**src/rtl/vmx_mm_scheduler.sv**
```systemverilog
// Job queue, launch FSM, address remapper and watchdog in front of the
// vmx_mm_wrapper matrix engine.
module vmx_mm_scheduler #(
  parameter int unsigned QDEPTH   = 4,
  parameter int unsigned START_TO = 16,
  parameter int unsigned RUN_TO   = 1024,
  parameter int unsigned DST_OFS  = 8
) (
  input  logic        clk,
  input  logic        rst_n,
  input  logic        cmd_valid,
  output logic        cmd_ready,
  input  logic [7:0]  cmd_src,
  input  logic [7:0]  cmd_dst,
  output logic [31:0] eng_ctrl,
  input  logic [31:0] eng_flag,
  input  logic [7:0]  eng_addr,
  input  logic        eng_wr_en,
  output logic [7:0]  mem_addr,
  output logic        mem_wr_en,
  output logic        busy,
  output logic [4:0]  q_level,
  output logic [15:0] done_cnt,
  output logic        irq,
  input  logic        irq_clr,
  output logic        err,
  input  logic        err_clr
);

  localparam int unsigned PW = $clog2(QDEPTH);
  localparam int unsigned WW = $clog2((RUN_TO > START_TO) ? RUN_TO : START_TO) + 1;

  typedef enum logic [2:0] {
    S_IDLE, S_START, S_WAIT, S_RUN, S_DONE, S_ERR
  } state_e;

  state_e         state_q, state_d;
  logic [15:0]    fifo_q [QDEPTH];
  logic [15:0]    fifo_d [QDEPTH];
  logic [PW-1:0]  wr_ptr_q, wr_ptr_d, rd_ptr_q, rd_ptr_d;
  logic [4:0]     cnt_q, cnt_d;
  logic [7:0]     job_src_q, job_src_d, job_dst_q, job_dst_d;
  logic [WW-1:0]  wd_q, wd_d;
  logic           start_q, start_d, abort_q, abort_d;
  logic [15:0]    done_cnt_q, done_cnt_d;
  logic           irq_q, irq_d, err_q, err_d;
  logic           push, pop, to_err, eng_active;

  assign eng_active = |eng_flag;
  assign cmd_ready  = (cnt_q != 5'(QDEPTH)) && (state_q != S_ERR);
  assign push       = cmd_valid && cmd_ready;

  always_comb begin
    state_d    = state_q;
    fifo_d     = fifo_q;
    wr_ptr_d   = wr_ptr_q;
    rd_ptr_d   = rd_ptr_q;
    cnt_d      = cnt_q;
    job_src_d  = job_src_q;
    job_dst_d  = job_dst_q;
    wd_d       = wd_q;
    start_d    = 1'b0;
    abort_d    = 1'b0;
    done_cnt_d = done_cnt_q;
    err_d      = err_q;
    pop        = 1'b0;
    to_err     = 1'b0;

    case (state_q)
      S_IDLE: begin
        if (cnt_q != '0) begin
          job_src_d = fifo_q[rd_ptr_q][15:8];
          job_dst_d = fifo_q[rd_ptr_q][7:0];
          start_d   = 1'b1;
          state_d   = S_START;
        end
      end
      S_START: begin
        wd_d    = '0;
        state_d = S_WAIT;
      end
      S_WAIT: begin
        if (eng_active) begin
          wd_d    = '0;
          state_d = S_RUN;
        end else if (wd_q == WW'(START_TO - 1)) begin
          to_err = 1'b1;
        end else begin
          wd_d = wd_q + 1'b1;
        end
      end
      S_RUN: begin
        if (!eng_active) begin
          state_d = S_DONE;
        end else if (wd_q == WW'(RUN_TO - 1)) begin
          to_err = 1'b1;
        end else begin
          wd_d = wd_q + 1'b1;
        end
      end
      S_DONE: begin
        pop        = 1'b1;
        done_cnt_d = done_cnt_q + 1'b1;
        state_d    = S_IDLE;
      end
      S_ERR: begin
        if (err_clr) begin
          err_d   = 1'b0;
          state_d = S_IDLE;
        end
      end
      default: state_d = S_IDLE;
    endcase

    if (push) begin
      fifo_d[wr_ptr_q] = {cmd_src, cmd_dst};
      wr_ptr_d         = wr_ptr_q + 1'b1;
    end
    if (pop) rd_ptr_d = rd_ptr_q + 1'b1;
    cnt_d = cnt_q + 5'(push) - 5'(pop);

    // A watchdog trip flushes the queue, overriding any push in the same cycle.
    if (to_err) begin
      state_d  = S_ERR;
      abort_d  = 1'b1;
      err_d    = 1'b1;
      cnt_d    = '0;
      wr_ptr_d = '0;
      rd_ptr_d = '0;
    end

    irq_d = irq_q;
    if (irq_clr) irq_d = 1'b0;
    if (state_q == S_DONE) irq_d = 1'b1;
  end

  always_ff @(posedge clk or negedge rst_n) begin
    if (!rst_n) begin
      state_q    <= S_IDLE;
      for (int unsigned i = 0; i < QDEPTH; i++) fifo_q[i] <= '0;
      wr_ptr_q   <= '0;
      rd_ptr_q   <= '0;
      cnt_q      <= '0;
      job_src_q  <= '0;
      job_dst_q  <= '0;
      wd_q       <= '0;
      start_q    <= 1'b0;
      abort_q    <= 1'b0;
      done_cnt_q <= '0;
      irq_q      <= 1'b0;
      err_q      <= 1'b0;
    end else begin
      state_q    <= state_d;
      fifo_q     <= fifo_d;
      wr_ptr_q   <= wr_ptr_d;
      rd_ptr_q   <= rd_ptr_d;
      cnt_q      <= cnt_d;
      job_src_q  <= job_src_d;
      job_dst_q  <= job_dst_d;
      wd_q       <= wd_d;
      start_q    <= start_d;
      abort_q    <= abort_d;
      done_cnt_q <= done_cnt_d;
      irq_q      <= irq_d;
      err_q      <= err_d;
    end
  end

  // Engine-local addresses below DST_OFS hit the operand region, the rest the result region.
  always_comb begin
    if (eng_addr < 8'(DST_OFS)) mem_addr = job_src_q + eng_addr;
    else                        mem_addr = job_dst_q + (eng_addr - 8'(DST_OFS));
  end

  assign mem_wr_en = eng_wr_en && (state_q == S_RUN);
  assign eng_ctrl  = {30'd0, start_q, abort_q};
  assign busy      = (state_q != S_IDLE);
  assign q_level   = cnt_q;
  assign done_cnt  = done_cnt_q;
  assign irq       = irq_q;
  assign err       = err_q;

endmodule
```
**config.mk**
```make
export PLATFORM = sky130hd
export DESIGN_NAME = vmx_mm_scheduler
export DESIGN_NICKNAME = d
export VERILOG_FILES = /design/src/rtl/vmx_mm_scheduler.sv
export SDC_FILE = /design/constraint.sdc
export NUM_CORES = 1
export LEC_CHECK = 0
export ABC_AREA = 1
export BUFFER_PORTS_ARGS = -buffer_cell sky130_fd_sc_hd__clkbuf_2
export CORE_UTILIZATION = 40
export DETAILED_ROUTE_END_ITERATION = 10
export MAX_ROUTING_LAYER = met4
export SKIP_LAST_GASP = 1
export SLEW_MARGIN = 15
export SYNTH_ARGS = -nofsm -noshare
export SYNTH_HDL_FRONTEND = slang
export SYNTH_SLANG_ARGS = --single-unit
export TNS_END_PERCENT = 20
```
**constraint.sdc**
```tcl
create_clock -name clk -period 3.5 [get_ports clk]
set_clock_uncertainty 0.2 [all_clocks]
set_input_delay 0.525 -clock clk [delete_from_list [all_inputs] [get_ports clk]]
set_output_delay 0.525 -clock clk [all_outputs]
set_load 0.005 [all_outputs]
```
==> summary.md, run 1 <==
## Outcome
- outcome: finished, final reports clean

## Floorplan
- height of the die: 137 um
- core area: 0.0175 sq mm
- Die Wd: 137 um
- total die area: 0.0188 sq mm
- IO Pins: 128
- Starting Density: 41.6%
- row cnt: 48

## Logic synthesis
- gate count after technology mapping: 957
- warnings from Yosys: 0
- biggest area consumer among synthesized cells: dfrtp_1
- count of different cell masters after synthesis: 38
- number of enable flip-flop cells after synthesis: 0
- share of the synthesized area in the top cell type: 42.2%
- share of synthesized area occupied by flip-flops and latches: 42.2%
- Synth Register Bits: 123
- Mean Syn Cell Area: 7.62 sq um
- leading cell types by total area after synthesis: dfrtp_1, nand2_1, o21ai_0
- dominant synthesized flop cell: dfrtp_1
- synthesized area: 0.00729 sq mm
- share of flip-flops with an asynchronous set or reset after synthesis: 100%

## Clocking
- clock buffer count from CTS: 17
- setup repair bufs after CTS: 0
- buffer cell driving the clock tree root: clkbuf_16
- buffers from clock root to sink, at most: 2
- TritonCTS clock tree: done
- Skew-Pair Late Insertion Delay: 0.42 ns
- CTS H-Tree Depth: 4
- TritonCTS Sinks: 123
- post-CTS clock slew at the launch and capture registers of the worst setup and hold paths: 0.05 ns

## Global route
- via count of the first global-routing pass: 6081
- pin count of the biggest net entering global routing: 49
- global-route wire length before repair: 29000 um
- remaining global-route overflow: 0
- Total GRT Usage: 20.6%
- initial antenna violation count: 0

## Route
- final routed wire length divided by cell count: 13.0 um
- Met2 Wirelength: 7960 um
- top layer reached by signal wires: met4
- number of detailed-routing iterations run before antenna repair: 4
- count of nets left with antenna violations after detail routing: 0
- detailed-route DRC error count: 0
- number of vias after detailed routing: 6152
- violation count after the first detailed-route iteration: 333
- Post-Route WL: 16800 um
- routed length on met1: 7900 um
- met3 wire length: 742 um
- post-detailed-route via-to-cell ratio: 4.78

## Critical path
- Required @ worst endpoint: 2.77 ns
- CP peak stage delay: 0.38 ns
- Setup CP Type: flop to output pin
- startpoint kind of the worst setup timing path: flop
- highest net fanout along the worst path: 3
- reg2reg path depth: 14
- category of cells accounting for the largest share of critical-path delay: adder cells
- arrival time of the worst setup path: 2.52 ns
- highest-delay cell along the critical path: dfrtp_1
- critical path depth in cells: 14
- buffer and inverter count on the worst path: 3
- Critical Path Sink Type: output pin
- sequence of cells on the critical path: ha_1 > ha_1 > inv_1 > fa_1 > inv_1 > nand3_1 > nand2_1 > nand2_1 > a21oi_1 > nor2_1 > nand2_1 > nand3_1 > nand2_1 > clkbuf_2
- cell occurring most often along the worst timing path: nand2_1

## Layout
- number of standard cells in the layout, taps in and fillers out: 1288
- fraction of final layout cells with drive strength greater than 1: 15.1%
- Area growth, synth to finish: 17.6%
- antenna diode count: 0
- final net count: 1147

## Power and ir drop
- total power per unit cell area: 712 mW/mm^2
- worst voltage drop across the vdd grid: 0.000415 V
- Leak Pwr: 4.43 nW

## STA
- hold violation count in the final report: 0
- setup total negative slack: 0 ns
- count of final max-slew check failures: 0
- final setup vio count: 0
- Worst-Margin Slew: 0.783 ns
- unrepaired setup endpoints after global routing: false
- top achievable clock speed: 0.308 GHz
- final clock period utilization by the worst path: 92.9%
- Period minus WS final: 3.25 ns
- Relative slew margins: 47.8%

## Placement
- weighted congestion reported at the end of routability-driven placement: 0.871
- number of port buffers: 97
- HPWL after DPL: 11700 um
- # placed instances: 1255

## Flow run
- Max-cap violations: 0

## Hold path
- type of the tightest min-delay check: input port to flop
- count of cells along the worst hold path: 2

-- cell usage after synthesis (all sizes together), types with 3 or more instances --
master,instances
ha,32
o21ai,113
nand2,289
fa,3
nand3,37
clkbuf,13
dfrtp,123
nor2,86
a31oi,18
nand3b,4
a21oi,12
nand4,12
buf,50
xnor2,12
inv,115
nor3,6
xor2,21
-- metal layers --
metal	up-vias	GRT usage (%)
met1	2844	25.3
met3	15	5.22
met5	-	-
met4	0	5.68
met2	127	33.4
li1	3166	-
-- what timing repair did --
item	4_1_cts	5_1_grt
gates resized for setup	0	0
hold buffers	1	0
hold endpoints to repair	46	0
-- power by group --
group | internal, mW | switching [mW]
clock | 1.41 | 0.659
sequential | 1.89 | 0.242
combinational | 0.723 | 1.18
-- through the flow --
stage	cell area (sq um)	power (mW)	utilization (%)	setup WS, ns	hold slack (ns)
floorplan	7400	3.51	-	0.614	0.0294
global route	8570	6.60	48.9	0.0231	0.0893
global placement	7860	4.02	44.8	0.417	0.264
CTS	8570	6.17	48.9	0.211	0.0788
detailed placement	7860	4.07	44.8	0.398	0.270
finish	8570	6.10	48.9	0.250	0.0925
-- logic make-up (layout without fill, tap and decap cells) --
family	count (synthesis)	in the layout	share of synthesized area [%]
AND/OR/NAND/NOR	437	437	25.1
buffers and inverters	179	256	11.4
AO/OA/AOI/OAI	149	149	11.0
flip-flops	123	123	42.2
adder cells (fa/ha/maj)	35	35	6.32
XOR/XNOR	33	33	3.97
other	1	30	0.0514
-- final cells by class --
type | count | area (sq um)
Tap cell | 225 | 282
Timing Repair Buffer | 108 | 586
Clock buffer | 17 | 425
Sequential cell | 123 | 3080
Multi-Input combinational cell | 684 | 3490
Fill cell | 1762 | 8970
Inverter | 116 | 437
Clock inverter | 15 | 272
-- path summary, 6_finish.rpt --
check	start	to	slack (ns)
min reg2reg	err	err	0.28
max	job_dst_q[1]	mem_addr[7]	0.25
min	irq_clr	irq	0.09
max in group asynchronous	rst_n	fifo_q[16]	1.75
max reg2reg	state_q[0]	q_level[4]	0.79
min in group asynchronous	rst_n	done_cnt[6]	0.47
-- sequential cells by signal (all words and copies together) (netlist names) --
name,flops
abort_q,1
done_cnt,16
err,1
fifo_q,64
irq,1
job_dst_q,8
job_src_q,8
q_level,5
rd_ptr_q,2
start_q,1
state_q,3
wd_q,11
wr_ptr_q,2
-- cells in the final DEF, fill, tap and decap left out, types with 21 or more instances in the layout --
master    count
nand2_1     286
dfrtp_1     123
inv_1       112
o21ai_0      99
clkbuf_2     96
nor2_1       78
nand3_1      33
ha_1         32
conb_1       30
xor2_1       21
(Power assumes the default switching activity.)
==> run 2, diff against run 1 <==
- ABC_AREA: 1 -> not set
- SLEW_MARGIN: 15 -> 5
==> run 2 against run 1 <==
Effect of this change:
- the flow now finishes with violations (negative hold slack)
- non-clock buffer count down 3
- synthesized cell count shrank 42%
- power shrank 1.0%
- register-to-register slack worse by 0.48 ns
- sequential power grew 6%
- core utilization shrank 0.13 points
- clock-buffer cell count increased by 3
- maximum frequency down 2.2%
- setup slack worse by 0.072 ns
- via count is 28% lower
- global-route usage shrank 2.8 points
- wire length shrank 21%
- largest cell class unchanged
- highest routed layer unchanged
==> summary.md, run 2 <==
## Clocking
- # hold bufs at CTS: 0, -1
- setup repair bufs after CTS: 0, unchanged
- post-CTS clock slew at the launch and capture registers of the worst setup and hold paths: 0.05 ns, about the same
- CTS H-Tree Depth: 4, unchanged
- clock buffer count from CTS: 17, unchanged
- Post-CTS Resized: 0, unchanged
- Skew-Pair Late Insertion Delay: 0.41 ns, about the same
- buffer cell driving the clock tree root: clkbuf_16
- TritonCTS Sinks: 123, unchanged
- buffers from clock root to sink, at most: 2, unchanged
- TritonCTS clock tree: done

## Global route
- Total GRT Usage: 17.7%, -2.8 points
- remaining global-route overflow: 0, unchanged
- pin count of the biggest net entering global routing: 124, +150%
- initial antenna violation count: 0, unchanged
- via count of the first global-routing pass: 4537, -25%
- global-route wire length before repair: 22100 um, -24%

## Floorplan
- total die area: 0.0169 sq mm, -10%
- row cnt: 46, -4.2%
- height of the die: 130 um, -5.1%
- Starting Density: 41.1%, -0.50 points
- Die Wd: 130 um, -5.1%
- core area: 0.0159 sq mm, -9.1%
- IO Pins: 128, unchanged

## STA
- Period minus WS final: 3.32 ns, +0.0724 ns
- worst-case setup margin in the final layout: 0.178 ns, -0.0724 ns
- hold violation count in the final report: 17, +17
- final clock period utilization by the worst path: 94.9%, +2.1 points
- count of final max-slew check failures: 0, unchanged
- Worst-Margin Slew: 0.948 ns, +0.166 ns
- setup total negative slack: 0 ns, unchanged
- worst hold slack across all endpoints: -0.0577 ns, -0.150 ns
- Relative slew margins: 36.8%, -11 points
- unrepaired setup endpoints after global routing: false
- top achievable clock speed: 0.301 GHz, -2.2%
- final setup vio count: 0, unchanged

## Logic synthesis
- leading cell type by number of instances after synthesis: dfrtp_1
- Synth Register Bits: 123, unchanged
- area fraction in compound gates after synthesis: 6.04%, -4.9 points
- biggest area consumer among synthesized cells: dfrtp_1
- share of synthesized cell area in full adder, half adder and majority cells: 7.03%, +0.72 points
- share of synthesized area occupied by flip-flops and latches: 47.0%, +4.8 points
- post-synthesis mux area share: 19.2%, +19 points
- share of the synthesized area in the top cell type: 47.0%, +4.8 points
- number of enable flip-flop cells after synthesis: 0, unchanged
- synthesized area: 0.00655 sq mm, -10%
- dominant synthesized flop cell: dfrtp_1
- warnings from Yosys: 0, unchanged
- Mean Syn Cell Area: 11.7 sq um, +54%
- leading cell types by total area after synthesis: dfrtp_1, mux2_2, ha_1
- Synth Area in XOR/XNOR: 4.68%, +0.72 points
- share of flip-flops with an asynchronous set or reset after synthesis: 100%, unchanged
- count of different cell masters after synthesis: 49, +29%
- share of synthesized cell area in and, or, nand and nor gates: 8.79%, -16 points
- gate count after technology mapping: 558, -42%
- top cell types by occurrence after synthesis: dfrtp_1, mux2_2, inv_1
- main combinational cell family by area after synthesis: multiplexers

## Placement
- worst setup slack after placement: 0.334 ns, -0.0639 ns
- number of port buffers: 97, unchanged
- HPWL after DPL: 9420 um, -19%
- weighted congestion reported at the end of routability-driven placement: 0.822, -5.7%

## Layout
- commonest non-fill, non-tap cell in the layout: dfrtp_1
- Largest register FFs: 64, unchanged
- Area growth, synth to finish: 18.7%
- fraction of final layout cells with drive strength greater than 1: 35.5%, +20 points
- final net count: 758, -34%
- highest-count cells in the layout ignoring fill and taps: dfrtp_1, clkbuf_2, mux2_2, inv_1, ha_1
- most flop-heavy register: fifo_q
- antenna diode count: 0, unchanged
- Util after Layout: 48.7%, -0.13 points
- Filler Cell Count: 1468, -17%

## Power and ir drop
- design internal power: 4.23 mW, +5.1%
- Leak Pwr: 3.65 nW, -18%
- portion of total power attributed to the clock network: 29.2%, -4.7 points
- total power per unit cell area: 777 mW/mm^2, +9.2%
- net switching power: 1.81 mW, -13%
- sw frac: 30.0%, -4.1 points
- Seq pwr share: 37.5%, +2.5 points
- total power after layout: 6.04 mW, -1.0%
- Logic pwr share: 33.3%, +2.1 points
- worst voltage drop across the vdd grid: 0.000436 V, +5.1%

## Critical path
- Critical Path Sink Type: output pin
- cell occurring most often along the worst timing path: ha_1
- highest net fanout along the worst path: 2, -1
- arrival time of the worst setup path: 2.60 ns, +0.08 ns
- CP peak stage delay: 0.40 ns, +0.02 ns
- reg2reg path depth: 14, unchanged
- startpoint kind of the worst setup timing path: flop
- Reg2Reg Launch Point: state_q[0]
- Required @ worst endpoint: 2.77 ns, about the same
- sequence of cells on the critical path: ha_1 > ha_1 > inv_1 > fa_1 > nor2b_1 > nor3_1 > o21bai_1 > a21oi_1 > xnor2_1 > mux2i_1 > clkbuf_2
- highest-delay cell along the critical path: fa_1
- Setup CP Type: flop to output pin
- flop-to-flop setup slack: 0.31 ns, -0.48 ns
- FF-to-FF End: q_level[4]

## Route
- detailed-route DRC error count: 0, unchanged
- violation count after the first detailed-route iteration: 128, -62%
- final routed wire length divided by cell count: 14.9 um, +14%
- number of detailed-routing iterations run before antenna repair: 4, unchanged
- count of nets left with antenna violations after detail routing: 0, unchanged
- number of vias after detailed routing: 4443, -28%
- post-detailed-route via-to-cell ratio: 4.99, +4.5%
- Post-Route WL: 13200 um, -21%

## Hold path
- type of the tightest min-delay check: input port to asynchronous set/reset pin

## Flow run
- Max-cap violations: 0, unchanged

## Outcome
- outcome: finished with violations
- violations in the final reports: negative hold slack

-- run 2: logic make-up (layout without fill, tap and decap cells) --
logic type / after synthesis / count (layout)
AO/OA/AOI/OAI: 65 / 65
XOR/XNOR: 35 / 35
adder cells (fa/ha/maj): 35 / 35
buffers and inverters: 89 / 176
flip-flops: 123 / 123
multiplexers: 96 / 96
other: 1 / 30
AND/OR/NAND/NOR: 114 / 114
-- run 2: cell type report --
class	instances	area, sq um	area share, %
Sequential cell	123	3080	39.6
Timing Repair Buffer	105	561	7.21
Clock inverter	12	146	1.88
Clock buffer	20	457	5.88
Inverter	39	146	1.88
Tap cell	216	270	3.48
Multi-Input combinational cell	375	3110	40.1
-- run 2: worst max-delay path by stage --
stage | slack, ns | from | cells after the start | end
floorplan | 0.62 | q_level[3] | 16 | q_level[4]
global placement | 0.41 | eng_addr[1] | 12 | mem_addr[7]
detailed placement | 0.33 | eng_addr[1] | 12 | mem_addr[7]
CTS | 0.14 | job_dst_q[1] | 11 | mem_addr[7]
global route | 0.004 | job_dst_q[1] | 11 | mem_addr[7]
finish | 0.18 | job_dst_q[1] | 11 | mem_addr[7]
-- run 2: power groups by stage --
stage	registers (mW)	clock network [mW]	logic [mW]
floorplan	2.19	0	1.57
global placement	2.25	0	1.95
detailed placement	2.29	0	2.03
CTS	2.27	1.81	2.05
global route	2.33	1.87	2.26
finish	2.26	1.76	2.01
-- run 2: stage by stage --
step / instance area (sq um) / hold WS [ns] / std cells
floorplan: 6660 / 0.0294 / 587
global placement: 7170 / 0.263 / 858
detailed placement: 7170 / 0.266 / 858
CTS: 7770 / 0.0379 / 890
global route: 7770 / 0.0783 / 890
finish: 7770 / -0.0577 / 890
-- run 2: critical path: cells and delay by family (launching register included) --
| family | cells | cell delay (ns) |
|---|---|---|
| multiplexers | 1 | 0.14 |
| AO/OA/AOI/OAI | 2 | 0.22 |
| adder cells (fa/ha/maj) | 3 | 0.87 |
| buffers and inverters | 2 | 0.20 |
| flip-flops | 1 | 0.38 |
| XOR/XNOR | 1 | 0.12 |
| AND/OR/NAND/NOR | 2 | 0.25 |
-- run 2: per-layer routing --
layer	GRT usage, %	vias to the layer above	routed length (um)
met1	21.2	2218	6010
met5	-	-	0
li1	-	2105	-
met3	4.02	18	501
met2	29.3	102	6520
met4	6.50	0	185
==> run 3, diff against run 2 <==
- CTS_BUF_LIST: not set -> sky130_fd_sc_hd__clkbuf_8
==> run 3 against run 2 <==
Effect of this change:
- the flow still finishes with violations (negative hold slack)
- first-iteration DRC count fell by 4.7%
- critical path depth unchanged
- clock-buffer cell count down 1
- critical endpoint unchanged
==> summary.md, run 3 (synthesized netlist as in run 2, its figures left out) <==
## STA
- final setup vio count: 0, unchanged
- Worst-Margin Slew: 0.955 ns, +0.00618 ns
- final clock period utilization by the worst path: 93.2%, -1.8 points
- count of final max-slew check failures: 0, unchanged
- top achievable clock speed: 0.307 GHz, +1.9%
- worst hold slack across all endpoints: -0.0728 ns, -0.0151 ns
- Period minus WS final: 3.26 ns, -0.0614 ns
- setup total negative slack: 0 ns, unchanged
- Relative slew margins: 36.4%, -0.41 points
- hold violation count in the final report: 33, +16
- unrepaired setup endpoints after global routing: false

## Route
- detailed-route DRC error count: 0, unchanged
- count of nets left with antenna violations after detail routing: 0, unchanged
- final routed wire length divided by cell count: 14.8 um, -0.28%
- number of detailed-routing iterations run before antenna repair: 4, unchanged
- violation count after the first detailed-route iteration: 122, -4.7%
- post-detailed-route via-to-cell ratio: 4.96, -0.59%
- Post-Route WL: 13200 um, -0.28%
- number of vias after detailed routing: 4417, -0.59%

## Outcome
- outcome: finished with violations
- violations in the final reports: negative hold slack

## Critical path
- arrival time of the worst setup path: 2.54 ns, -0.06 ns
- Critical Path Sink Type: output pin
- startpoint kind of the worst setup timing path: flop
- Setup CP Type: flop to output pin
- Required @ worst endpoint: 2.77 ns, about the same
- flop-to-flop setup slack: 0.32 ns, about the same
- highest net fanout along the worst path: 2, unchanged

## Global route
- Total GRT Usage: 17.7%, -0.061 points
- remaining global-route overflow: 0, unchanged
- global-route wire length before repair: 22100 um, -0.28%
- pin count of the biggest net entering global routing: 124, unchanged
- via count of the first global-routing pass: 4518, -0.42%
- initial antenna violation count: 0, unchanged

## Clocking
- CTS H-Tree Depth: 4, unchanged
- buffers from clock root to sink, at most: 2, unchanged
- TritonCTS Sinks: 123, unchanged
- TritonCTS clock tree: done
- # hold bufs at CTS: 0, unchanged
- post-CTS clock slew at the launch and capture registers of the worst setup and hold paths: 0.07 ns, +0.02 ns
- clock buffer count from CTS: 17, unchanged
- Skew-Pair Late Insertion Delay: 0.44 ns, +0.03 ns
- setup repair bufs after CTS: 0, unchanged
- buffer cell driving the clock tree root: clkbuf_8
- Post-CTS Resized: 0, unchanged

## Placement
- # placed instances: 858, unchanged
- HPWL after DPL: 9420 um, unchanged
- number of port buffers: 97, unchanged
- weighted congestion reported at the end of routability-driven placement: 0.822, unchanged
- cell area reported after detailed placement: 0.00717 sq mm, unchanged

## Floorplan
- Die Wd: 130 um, unchanged
- height of the die: 130 um, unchanged
- core area: 0.0159 sq mm, unchanged
- Starting Density: 41.1%, unchanged
- total die area: 0.0169 sq mm, unchanged
- IO Pins: 128, unchanged
- row cnt: 46, unchanged

## Power and ir drop
- total power per unit cell area: 734 mW/mm^2, -5.6%
- worst voltage drop across the vdd grid: 0.000423 V, -3.1%
- total power after layout: 5.57 mW, -7.9%
- Leak Pwr: 3.57 nW, -2.3%

## Layout
- antenna diode count: 0, unchanged
- Area growth, synth to finish: 15.8%
- final net count: 758, unchanged
- most flop-heavy register: fifo_q
- number of standard cells in the layout, taps in and fillers out: 890, unchanged
- Largest register FFs: 64, unchanged
- highest-count cells in the layout ignoring fill and taps: dfrtp_1, clkbuf_2, mux2_2, inv_1, ha_1
- commonest non-fill, non-tap cell in the layout: dfrtp_1
- fraction of final layout cells with drive strength greater than 1: 35.8%, +0.30 points
- post-route cell area: 0.00758 sq mm, -2.4%

## Hold path
- type of the tightest min-delay check: input port to asynchronous set/reset pin

## Flow run
- Max-cap violations: 0, unchanged

run 3: path summary, 6_finish.rpt:
path,depth (start not counted),startpoint,to
hold / removal,2,rst_n,wd_q[7]
setup reg to reg,14,state_q[0],q_level[4]
max in group asynchronous,2,rst_n,job_dst_q[1]
hold reg to reg,1,done_cnt[15],done_cnt[15]
setup / recovery,11,job_dst_q[1],mem_addr[7]
min in group clk,3,irq_clr,irq
run 3: area by class of cell:
cell class,instances,area (sq um)
clock buffers,19,262
flip-flops and latches,123,3080
well taps,216,270
multi-input cells,375,3120
clock inverters,13,150
inverters,39,146
repair buffers,105,561
fillers,1490,8360
run 3: metrics by stage:
step	setup slack [ns]	utilization (%)	hold WS (ns)
2_1_floorplan	0.618	-	0.0294
3_3_place_gp	0.406	45.0	0.263
3_5_place_dp	0.334	45.0	0.266
4_1_cts	0.111	47.5	0.00283
5_1_grt	0.0537	47.6	0.0328
6_report	0.239	47.6	-0.0728
run 3: routing by layer:
| metal | vias to the layer above | wire length [um] | GRT usage, % |
|---|---|---|---|
| met5 | - | 0 | - |
| met1 | 2191 | 6020 | 21.2 |
| met4 | 0 | 201 | 5.75 |
| li1 | 2103 | - | - |
| met3 | 21 | 487 | 4.22 |
| met2 | 102 | 6470 | 29.4 |
run 3: critical path: stages (launching register included):
cell      delay (ns)
dfrtp_1         0.38
ha_1            0.29
ha_1            0.22
inv_1           0.08
fa_2            0.22
nor2b_2         0.05
nor3_1          0.20
o21bai_1        0.11
a21oi_1         0.18
xnor2_1         0.09
mux2i_1         0.14
clkbuf_2        0.14
run 3: power by group:
group	switching [mW]	internal [mW]
logic	0.900	1.11
registers	0.298	1.96
clock network	0.557	0.733
